===== src/rtl/firebird7_tdr_pkg.sv =====
// Shared definitions for the firebird7 IJTAG data TDR: default width, chain length, counter width, op decode.
// Define FIREBIRD7_TDR_PARITY_EN to add a parity bit at the top of the scan chain.
package firebird7_tdr_pkg;

  localparam int TDR_WIDTH_DEFAULT = 19;
  localparam int TDR_CNT_W         = 5;

  typedef enum logic [1:0] {
    TDR_OP_IDLE    = 2'd0,
    TDR_OP_CAPTURE = 2'd1,
    TDR_OP_SHIFT   = 2'd2,
    TDR_OP_UPDATE  = 2'd3
  } tdr_op_e;

  // Data bits, one select-control bit, plus the optional parity bit on top.
  function automatic int tdr_len(input int width);
`ifdef FIREBIRD7_TDR_PARITY_EN
    return width + 2;
`else
    return width + 1;
`endif
  endfunction

  // Capture outranks shift, which outranks update; nothing happens without select.
  function automatic tdr_op_e tdr_decode(input logic sel, input logic ce,
                                         input logic se, input logic ue);
    tdr_op_e op;
    op = TDR_OP_IDLE;
    if (sel) begin
      if (ce)      op = TDR_OP_CAPTURE;
      else if (se) op = TDR_OP_SHIFT;
      else if (ue) op = TDR_OP_UPDATE;
    end
    return op;
  endfunction

endpackage


===== src/rtl/firebird7_tdr_shift_counter.sv =====
// Saturating shift counter; flags when exactly LEN shifts have been seen since the last capture/update.
module firebird7_tdr_shift_counter
  import firebird7_tdr_pkg::*;
#(
  parameter int LEN = 20
) (
  input  logic i_clk,
  input  logic i_rst,
  input  logic i_clear,
  input  logic i_inc,
  output logic o_at_len
);

  localparam logic [TDR_CNT_W-1:0] LEN_CNT = TDR_CNT_W'(LEN);
  localparam logic [TDR_CNT_W-1:0] CNT_ONE = TDR_CNT_W'(1);

  logic [TDR_CNT_W-1:0] r_count;

  always_ff @(posedge i_clk or posedge i_rst) begin
    if (i_rst) begin
      r_count <= '0;
    end else if (i_clear) begin
      r_count <= '0;
    end else if (i_inc && (r_count != '1)) begin
      r_count <= r_count + CNT_ONE;
    end
  end

  assign o_at_len = (r_count == LEN_CNT);

endmodule


===== src/rtl/firebird7_in_gate1_tessent_data_tdr_w19.sv =====
// IJTAG data TDR driving a mux: scan chain of data + select bits with length-checked update.
// Define FIREBIRD7_TDR_PARITY_EN to add a captured parity bit that must match on update.
module firebird7_in_gate1_tessent_data_tdr_w19
  import firebird7_tdr_pkg::*;
#(
  parameter int               WIDTH       = TDR_WIDTH_DEFAULT,
  parameter logic [WIDTH-1:0] RESET_VALUE = '0
) (
  input  logic             ijtag_tck,
  input  logic             ijtag_reset,
  input  logic             ijtag_sel,
  input  logic             ijtag_ce,
  input  logic             ijtag_se,
  input  logic             ijtag_ue,
  input  logic             ijtag_si,
  output logic             ijtag_so,
  input  logic [WIDTH-1:0] capture_data_in,
  output logic [WIDTH-1:0] ijtag_data_out,
  output logic             ijtag_select_out,
  output logic             length_error
);

  localparam int LEN = tdr_len(WIDTH);

  tdr_op_e          w_op;
  logic             w_capture;
  logic             w_shift;
  logic             w_update;
  logic             w_len_ok;
  logic             w_parity_ok;
  logic             w_update_ok;
  logic [LEN-1:0]   w_capture_vec;

  logic [LEN-1:0]   r_shift;
  logic [WIDTH-1:0] r_data;
  logic             r_select;
  logic             r_error;

  assign w_op      = tdr_decode(ijtag_sel, ijtag_ce, ijtag_se, ijtag_ue);
  assign w_capture = (w_op == TDR_OP_CAPTURE);
  assign w_shift   = (w_op == TDR_OP_SHIFT);
  assign w_update  = (w_op == TDR_OP_UPDATE);

`ifdef FIREBIRD7_TDR_PARITY_EN
  assign w_capture_vec = {^capture_data_in, r_select, capture_data_in};
  assign w_parity_ok   = (r_shift[LEN-1] == ^r_shift[WIDTH-1:0]);
`else
  assign w_capture_vec = {r_select, capture_data_in};
  assign w_parity_ok   = 1'b1;
`endif

  firebird7_tdr_shift_counter #(
    .LEN (LEN)
  ) u_shift_counter (
    .i_clk    (ijtag_tck),
    .i_rst    (ijtag_reset),
    .i_clear  (w_capture | w_update),
    .i_inc    (w_shift),
    .o_at_len (w_len_ok)
  );

  assign w_update_ok = w_len_ok & w_parity_ok;

  always_ff @(posedge ijtag_tck or posedge ijtag_reset) begin
    if (ijtag_reset) begin
      r_shift <= '0;
    end else if (w_capture) begin
      r_shift <= w_capture_vec;
    end else if (w_shift) begin
      r_shift <= {ijtag_si, r_shift[LEN-1:1]};
    end
  end

  // A short or corrupted load leaves the mux untouched and latches the error until reset.
  always_ff @(posedge ijtag_tck or posedge ijtag_reset) begin
    if (ijtag_reset) begin
      r_data   <= RESET_VALUE;
      r_select <= 1'b0;
      r_error  <= 1'b0;
    end else if (w_update) begin
      if (w_update_ok) begin
        r_data   <= r_shift[WIDTH-1:0];
        r_select <= r_shift[WIDTH];
      end else begin
        r_error  <= 1'b1;
      end
    end
  end

  assign ijtag_so         = r_shift[0];
  assign ijtag_data_out   = r_data;
  assign ijtag_select_out = r_select;
  assign length_error     = r_error;

endmodule


===== config.mk =====
export PLATFORM = sky130hd
export DESIGN_NAME = firebird7_in_gate1_tessent_data_tdr_w19
export DESIGN_NICKNAME = d
export VERILOG_FILES = /design/src/rtl/firebird7_tdr_pkg.sv /design/src/rtl/firebird7_tdr_shift_counter.sv /design/src/rtl/firebird7_in_gate1_tessent_data_tdr_w19.sv
export SDC_FILE = /design/constraint.sdc
export NUM_CORES = 1
export LEC_CHECK = 0
export CELL_PAD_IN_SITES_DETAIL_PLACEMENT = 2
export CELL_PAD_IN_SITES_GLOBAL_PLACEMENT = 2
export CORE_MARGIN = 2
export CORE_UTILIZATION = 31
export DETAILED_ROUTE_END_ITERATION = 6
export GPL_ROUTABILITY_DRIVEN = 0
export MAX_ROUTING_LAYER = met4
export PLACE_DENSITY_LB_ADDON = 0.1
export SLEW_MARGIN = 10
export SYNTH_ARGS = -nofsm -noshare
export SYNTH_HDL_FRONTEND = slang
export SYNTH_HIERARCHICAL = 1
export SYNTH_SLANG_ARGS = --single-unit
export TNS_END_PERCENT = 50

===== constraint.sdc =====
create_clock -name ijtag_tck -period 1.8 [get_ports ijtag_tck]
set_input_delay 0.18 -clock ijtag_tck [delete_from_list [all_inputs] [get_ports ijtag_tck]]
set_output_delay 0.18 -clock ijtag_tck [all_outputs]
set_load 0.005 [all_outputs]

==> results of run 1 <==
## report_power, final
part / switching (mW) / internal [mW] / total (mW)
Sequential: 0.0577 / 1.10 / 1.15
Clock: 0.339 / 0.445 / 0.783
Combinational: 0.118 / 0.162 / 0.281
Total: 0.515 / 1.70 / 2.22
## metrics by stage
| step | total power [mW] | hold slack [ns] | worst slack [ns] | cells |
|---|---|---|---|---|
| floorplan | 1.321 | -0.04148 | 0.09933 | 153 |
| global placement | 1.444 | 0.4401 | 0.05939 | 296 |
| detailed placement | 1.458 | 0.4461 | -0.01665 | 296 |
| CTS | 2.259 | 0.1246 | 0.02689 | 303 |
| global route | 2.356 | 0.1226 | 0.02841 | 304 |
| finish | 2.218 | 0.1258 | 0.09661 | 304 |
## final timing paths
path / end / startpoint / slack (ns) / cells after the start
worst max-delay path: u_shift_counter/r_count[3] / u_shift_counter/r_count[0] / 0.1 / 6
worst min-delay path: u_shift_counter/r_count[0] / ijtag_reset / 0.13 / 2
worst max register to register: u_shift_counter/r_count[3] / u_shift_counter/r_count[0] / 0.1 / 6
worst min register to register: ijtag_data_out[3] / ijtag_data_out[3] / 0.52 / 1
max in group asynchronous: ijtag_data_out[17] / ijtag_reset / 0.98 / 3
min in group ijtag_tck: ijtag_data_out[3] / ijtag_data_out[3] / 0.52 / 1
## synthesized netlist by cell type, drive strengths merged
cell type | count | share of area, %
a22o | 38 | 15
mux2i | 2 | 0.92
dfrtp | 46 | 53
inv | 4 | 0.69
nand3b | 4 | 1.4
o21bai | 1 | 0.35
and4b | 1 | 0.46
nand4 | 1 | 0.58
and3b | 1 | 0.40
o21ai | 1 | 0.23
xor2 | 1 | 0.40
nor2b | 4 | 2.2
nand4b | 1 | 1.1
ha | 3 | 1.7
xnor2 | 1 | 0.40
clkbuf | 3 | 0.58
o21a | 1 | 0.35
nand2 | 4 | 0.69
mux2 | 21 | 15
nor2 | 5 | 0.87
and3 | 1 | 0.29
buf | 9 | 3.3
## per-layer routing
layer | vias up | track usage (%)
met5 | - | -
met4 | 0 | 3.357
met3 | 5 | 3.676
met2 | 33 | 24.04
met1 | 762 | 21.99
li1 | 674 | -
## logic make-up (layout without fill, tap and decap cells)
group	count (synthesis)	after routing
xor gates and xnor gates	2	2
AOI/OAI and AO/OA	41	41
and+or+nand+nor	22	22
DFF	46	46
buffers and inverters	16	71
muxes	23	23
adders and majority gates	3	3
## worst max-delay path: stages, from the launching register on
cell	delay, ns
dfrtp_1	0.43
ha_1	0.23
and3_1	0.19
ha_2	0.19
nor2b_4	0.12
nand4_2	0.12
mux2_4	0.31
## sequential cells by signal (all words and copies together) (netlist names)
| name | flops |
|---|---|
| r_shift | 20 |
| u_shift_counter/r_count | 5 |
| ijtag_select_out | 1 |
| length_error | 1 |
| ijtag_data_out | 19 |
## cells in the final DEF, fill, tap and decap left out
cell type / instances
clkdlybuf4s50_1: 47
dfrtp_1: 46
a22o_1: 38
mux2_4: 21
buf_4: 11
clkbuf_8: 6
nor2_1: 5
nand3b_1: 4
nand2_1: 4
nor2b_4: 3
inv_1: 3
mux2i_1: 2
ha_1: 2
nand4b_4: 1
o21ai_1: 1
o21a_1: 1
and3b_1: 1
clkinv_1: 1
o21bai_1: 1
bufinv_16: 1
buf_12: 1
buf_6: 1
xor2_1: 1
nor2b_1: 1
nand4_2: 1
and4b_2: 1
and3_1: 1
xnor2_1: 1
ha_2: 1
## cell type report
class	instances	area, sq um	share of cell area (%)
sequential	46	1151	39.66
multi-input combinational	91	919.6	31.68
clock inverter	1	30.03	1.034
inverter	4	15.01	0.5172
clock buffer	6	82.58	2.845
tap	96	120.1	4.138
timing repair buffer	60	584.3	20.13
## what timing repair did
item	CTS	global route
resized for setup	0	3
setup endpoints to repair	0	10
endpoints found under the hold margin	0	0
setup buffers	0	1
==> flow_summary_export.csv, run 1 <==
group,metric,value,unit
die,start_util,31.88,%
timing,fmax,587.1,MHz
die,die_area,0.007671,sq mm
detailed_routing,wirelength,5.367,mm
timing,slew_violations,0,
die,io_pins,48,
detailed_routing,wl_per_cell,17.65,microns
detailed_routing,m1WireLength,2.480,mm
critical_path,endpoint_kind,"flip-flop",
critical_path,worst-endpoint-arrival,1.88,ns
detailed_routing,vias,1474,
timing,min_period,1.703,ns
cts,cts_made_buffers,5,
die,die_width,87.59,microns
die,die_h,87.59,microns
final_layout,area_growth,34.03,%
yosys,synthMuxAreaShare,15.48,%
grt,grt_use_total,15.92,%
detailed_routing,top_layer_used,"met4",
timing,tightest_slew,0.6931,ns
grt,grt_pass1_wl,9.011,mm
cts,worst_skew_pair.late_latency,0.29,ns
placed_design,hpwlAfterDp,3.860,mm
cts,hold_buffers,0,
timing,hold_viol,0,
yosys,synth.distinct_cells,27,
final_layout,num_antenna_cells,0,
yosys,mappedNetlistArea,0.002166,sq mm
final_layout,fillers,685,
timing,min_period_over_period,94.63,%
critical_path,critPathMaxFanout,4,
yosys,synth-simple-area-share,7.972,%
detailed_routing,ant_nets,0,
yosys,netlist_instances,153,
detailed_routing,dr.pass1.iters,4,
critical_path,cp-start-kind,"flip-flop",
yosys,synth_seq_cells,46,
yosys,yosysSeqAreaShare,53.15,%
power_and_ir_drop,irDropWorstVdd,356.1,uV
critical_path,required,1.98,ns
timing,setup_viol,0,
cts,cts_tree,"built",
final_layout,drive_gt1_share,23.08,%
yosys,ys_warn_count,6,
cts,htree_levels,2,
grt,grt_max_degree,23,
cts,clock-sinks,46,
yosys,mappedNetlistNets,182,
critical_path,crit_type,"reg -> reg",
cts,root_buffer,"clkbuf_8",
outcome,status,"completed",
final_layout,finalNetCount,237,
placed_design,port-buffer-count,47,
yosys,synth_top_family_by_area,"compound AO/OA/AOI/OAI gates",
die,core_region_area,0.006794,sq mm
detailed_routing,met2WireLength,2.658,mm
detailed_routing,routed_via_density,4.849,
detailed_routing,dr_wl_met3,184,microns
detailed_routing,drt_iter0_drc,49,
final_layout,fin_area,0.002903,sq mm
grt,overflow,0,
cts,clk_pin_slew_worst_paths,0.08,ns
timing,rsz0062_at_grt,"no",
placed_design,placed_cell_area,0.002775,sq mm
grt,antenna_found_initial,0,
timing,finalClockSkew,0.006391,ns
grt,grt_pass1_vias,1656,
final_layout,utilization,42.73,%
min_path,min_path_type,"in -> async",
timing,slew_headroom,53.51,%
power_and_ir_drop,power_per_cell_area,764.1,mW/mm^2
yosys,synth-xor-area-share,0.8088,%
timing,setup_tns,0,ns
job,max-cap-violations,0,
detailed_routing,drcViolationCount,0,
yosys,synth_compound_area_share,16.29,%
power_and_ir_drop,power_leakage,1.397,nW
die,placementRows,30,
cts,cts_buffer_depth,2,
yosys,syn_avg_cell_area,14.16,sq um
yosys,synth-adder-area-share,1.733,%
Note: power is estimated with default switching activity, not from simulation.
==> run 2, diff against run 1 <==
Settings changed: MAX_ROUTING_LAYER met4 to not set.
==> run 2 against run 1 <==
Clock skew about the same. Sequential power about the same. Power about the same. Cell area is 0.26% lower. Core utilization decreased by 0.11 points. Worst setup slack worse by 0.017 ns. Die area unchanged. Clock-buffer cell count unchanged. Critical path depth stayed put. Global-route usage decreased by 0.54 points. Highest routed layer unchanged.
==> flow_summary_export.csv, run 2 (synthesis gave the netlist of run 1 again) <==
group,metric,value,unit
outcome,status,"completed",
job,max-cap-violations,0,
detailed_routing,dr.pass1.iters,4,
detailed_routing,wirelength,5.381,mm
critical_path,r2r-end,"u_shift_counter/r_count[3]",
power_and_ir_drop,pwr-share-comb,12.4,%
power_and_ir_drop,seq_power_share,52.1,%
final_layout,drive_gt1_share,22.71,%
die,placementRows,30,
detailed_routing,routed_via_density,4.871,
grt,antenna_found_initial,0,
critical_path,cp-start-kind,"flip-flop",
timing,min_period,1.721,ns
critical_path,cp-endpoint,"u_shift_counter/r_count[3]",
power_and_ir_drop,swShare,23.34,%
die,die_width,87.59,microns
detailed_routing,drt_iter0_drc,58,
timing,tightest_slew,0.6890,ns
final_layout,final_common_cell,"clkdlybuf4s50_1",
critical_path,worst-endpoint-arrival,1.90,ns
timing,rsz0062_at_grt,"no",
critical_path,crit_slowest_cell,"dfrtp_1",
critical_path,crit_type,"reg -> reg",
cts,clk_pin_slew_worst_paths,0.08,ns
grt,grt_pass1_vias,1669,
cts,cts_buffer_depth,2,
timing,whs,0.1250,ns
die,die_area,0.007671,sq mm
timing,fmax,581.1,MHz
timing,setup_slack,0.07924,ns
timing,finalClockSkew,0.006646,ns
cts,cts_made_buffers,5,
timing,setup_tns,0,ns
die,io_pins,48,
final_layout,top_register,"r_shift",
die,start_util,31.88,%
critical_path,crit_chain,"ha_1 > and3_1 > ha_2 > nor2b_4 > nand4_2 > mux2_4",
final_layout,finalNetCount,236,
final_layout,largest_register_ffs,20,
placed_design,hpwlAfterDp,3.860,mm
critical_path,required,1.98,ns
final_layout,num_antenna_cells,0,
critical_path,critPathMaxFanout,4,
cts,clock-sinks,46,
grt,grt_use_total,15.38,%
min_path,min_path_type,"in -> async",
cts,cts_tree,"built",
placed_design,dp_slack,-0.01665,ns
power_and_ir_drop,total_power,2.217,mW
placed_design,port-buffer-count,47,
critical_path,worst-r2r-setup-slack,0.08,ns
power_and_ir_drop,power_per_cell_area,765.8,mW/mm^2
timing,setup_viol,0,
grt,grt_max_degree,23,
final_layout,area_growth,33.68,%
power_and_ir_drop,power_frac_clock,35.5,%
cts,htree_levels,2,
grt,grt_pass1_wl,9.011,mm
cts,root_buffer,"clkbuf_8",
detailed_routing,drcViolationCount,0,
detailed_routing,vias,1476,
critical_path,endpoint_kind,"flip-flop",
cts,worst_skew_pair.late_latency,0.29,ns
final_layout,final_cell_mix,"clkdlybuf4s50_1, dfrtp_1, a22o_1",
detailed_routing,ant_nets,0,
timing,slew_headroom,53.78,%
timing,hold_viol,0,
final_layout,fillers,684,
power_and_ir_drop,power_leakage,1.392,nW
critical_path,rr_startpoint,"u_shift_counter/r_count[0]",
timing,slew_violations,0,
cts,hold_buffers,0,
final_layout,utilization,42.62,%
critical_path,startpoint,"u_shift_counter/r_count[0]",
critical_path,r2r.worst_path.cells,6,
power_and_ir_drop,irDropWorstVdd,354.9,uV
critical_path,slowest_delay,0.44,ns
die,core_region_area,0.006794,sq mm
power_and_ir_drop,p_int,1.700,mW
detailed_routing,wl_per_cell,17.76,microns
grt,overflow,0,
timing,min_period_over_period,95.60,%
die,die_h,87.59,microns
power_and_ir_drop,power.switching,0.5174,mW
[run 2: cell types whose count changed in the layout (fill, tap and decap cells not counted)]
cell / delta
buf_4: -1
[run 2: stage by stage]
step	instances	cell area (sq um)
4_1_cts	303	2888
6_report	303	2895
5_1_grt	303	2895
3_3_place_gp	296	2775
3_5_place_dp	296	2775
2_1_floorplan	153	2166
[run 2: layer usage]
| layer | up-vias | wire length [microns] | GRT usage [%] |
|---|---|---|---|
| met2 | 36 | 2728 | 24.31 |
| li1 | 669 | - | - |
| met1 | 769 | 2434 | 21.57 |
| met3 | 2 | 191 | 3.676 |
| met5 | - | 0 | 0 |
| met4 | 0 | 26 | 3.357 |
[run 2: how the worst min path moves through the flow]
stage	startpoint	end	slack, ns	depth (start not counted)
5_1_grt	ijtag_reset	u_shift_counter/r_count[0]	0.12	2
2_1_floorplan	ijtag_reset	u_shift_counter/r_count[0]	-0.04	1
3_5_place_dp	ijtag_reset	u_shift_counter/r_count[3]	0.45	2
4_1_cts	ijtag_reset	u_shift_counter/r_count[0]	0.12	2
3_3_place_gp	ijtag_reset	u_shift_counter/r_count[1]	0.44	2
6_report	ijtag_reset	u_shift_counter/r_count[0]	0.12	2
[run 2: critical path: cells and delay by family (launching register included)]
| kind | cells | cell delay, ns |
|---|---|---|
| flops | 1 | 0.44 |
| simple gates | 3 | 0.43 |
| fa+ha+maj | 2 | 0.43 |
| mux | 1 | 0.31 |
[run 2: repair_timing]
item / in CTS / in global routing
resized for setup: 0 / 3
setup buffers: 0 / 0
setup endpoints to repair: 0 / 10
[run 2: power groups by stage]
stage / combinational (mW) / sequential (mW) / clock [mW]
after floorplan: 0.165 / 1.16 / 0
after global placement: 0.268 / 1.18 / 0
after global routing: 0.308 / 1.17 / 0.869
after CTS: 0.284 / 1.16 / 0.819
final: 0.276 / 1.16 / 0.786
after detailed placement: 0.282 / 1.18 / 0
[run 2: cell type report]
| cell class | instances | area (sq um) | area share, % |
|---|---|---|---|
| flip-flops and latches | 46 | 1151 | 39.76 |
| multi-input cells | 91 | 919.6 | 31.76 |
| repair buffers | 59 | 576.8 | 19.92 |
| well taps | 96 | 120.1 | 4.149 |
| clock buffers | 6 | 82.58 | 2.852 |
| clock inverters | 1 | 30.03 | 1.037 |
| inverters | 4 | 15.01 | 0.5186 |
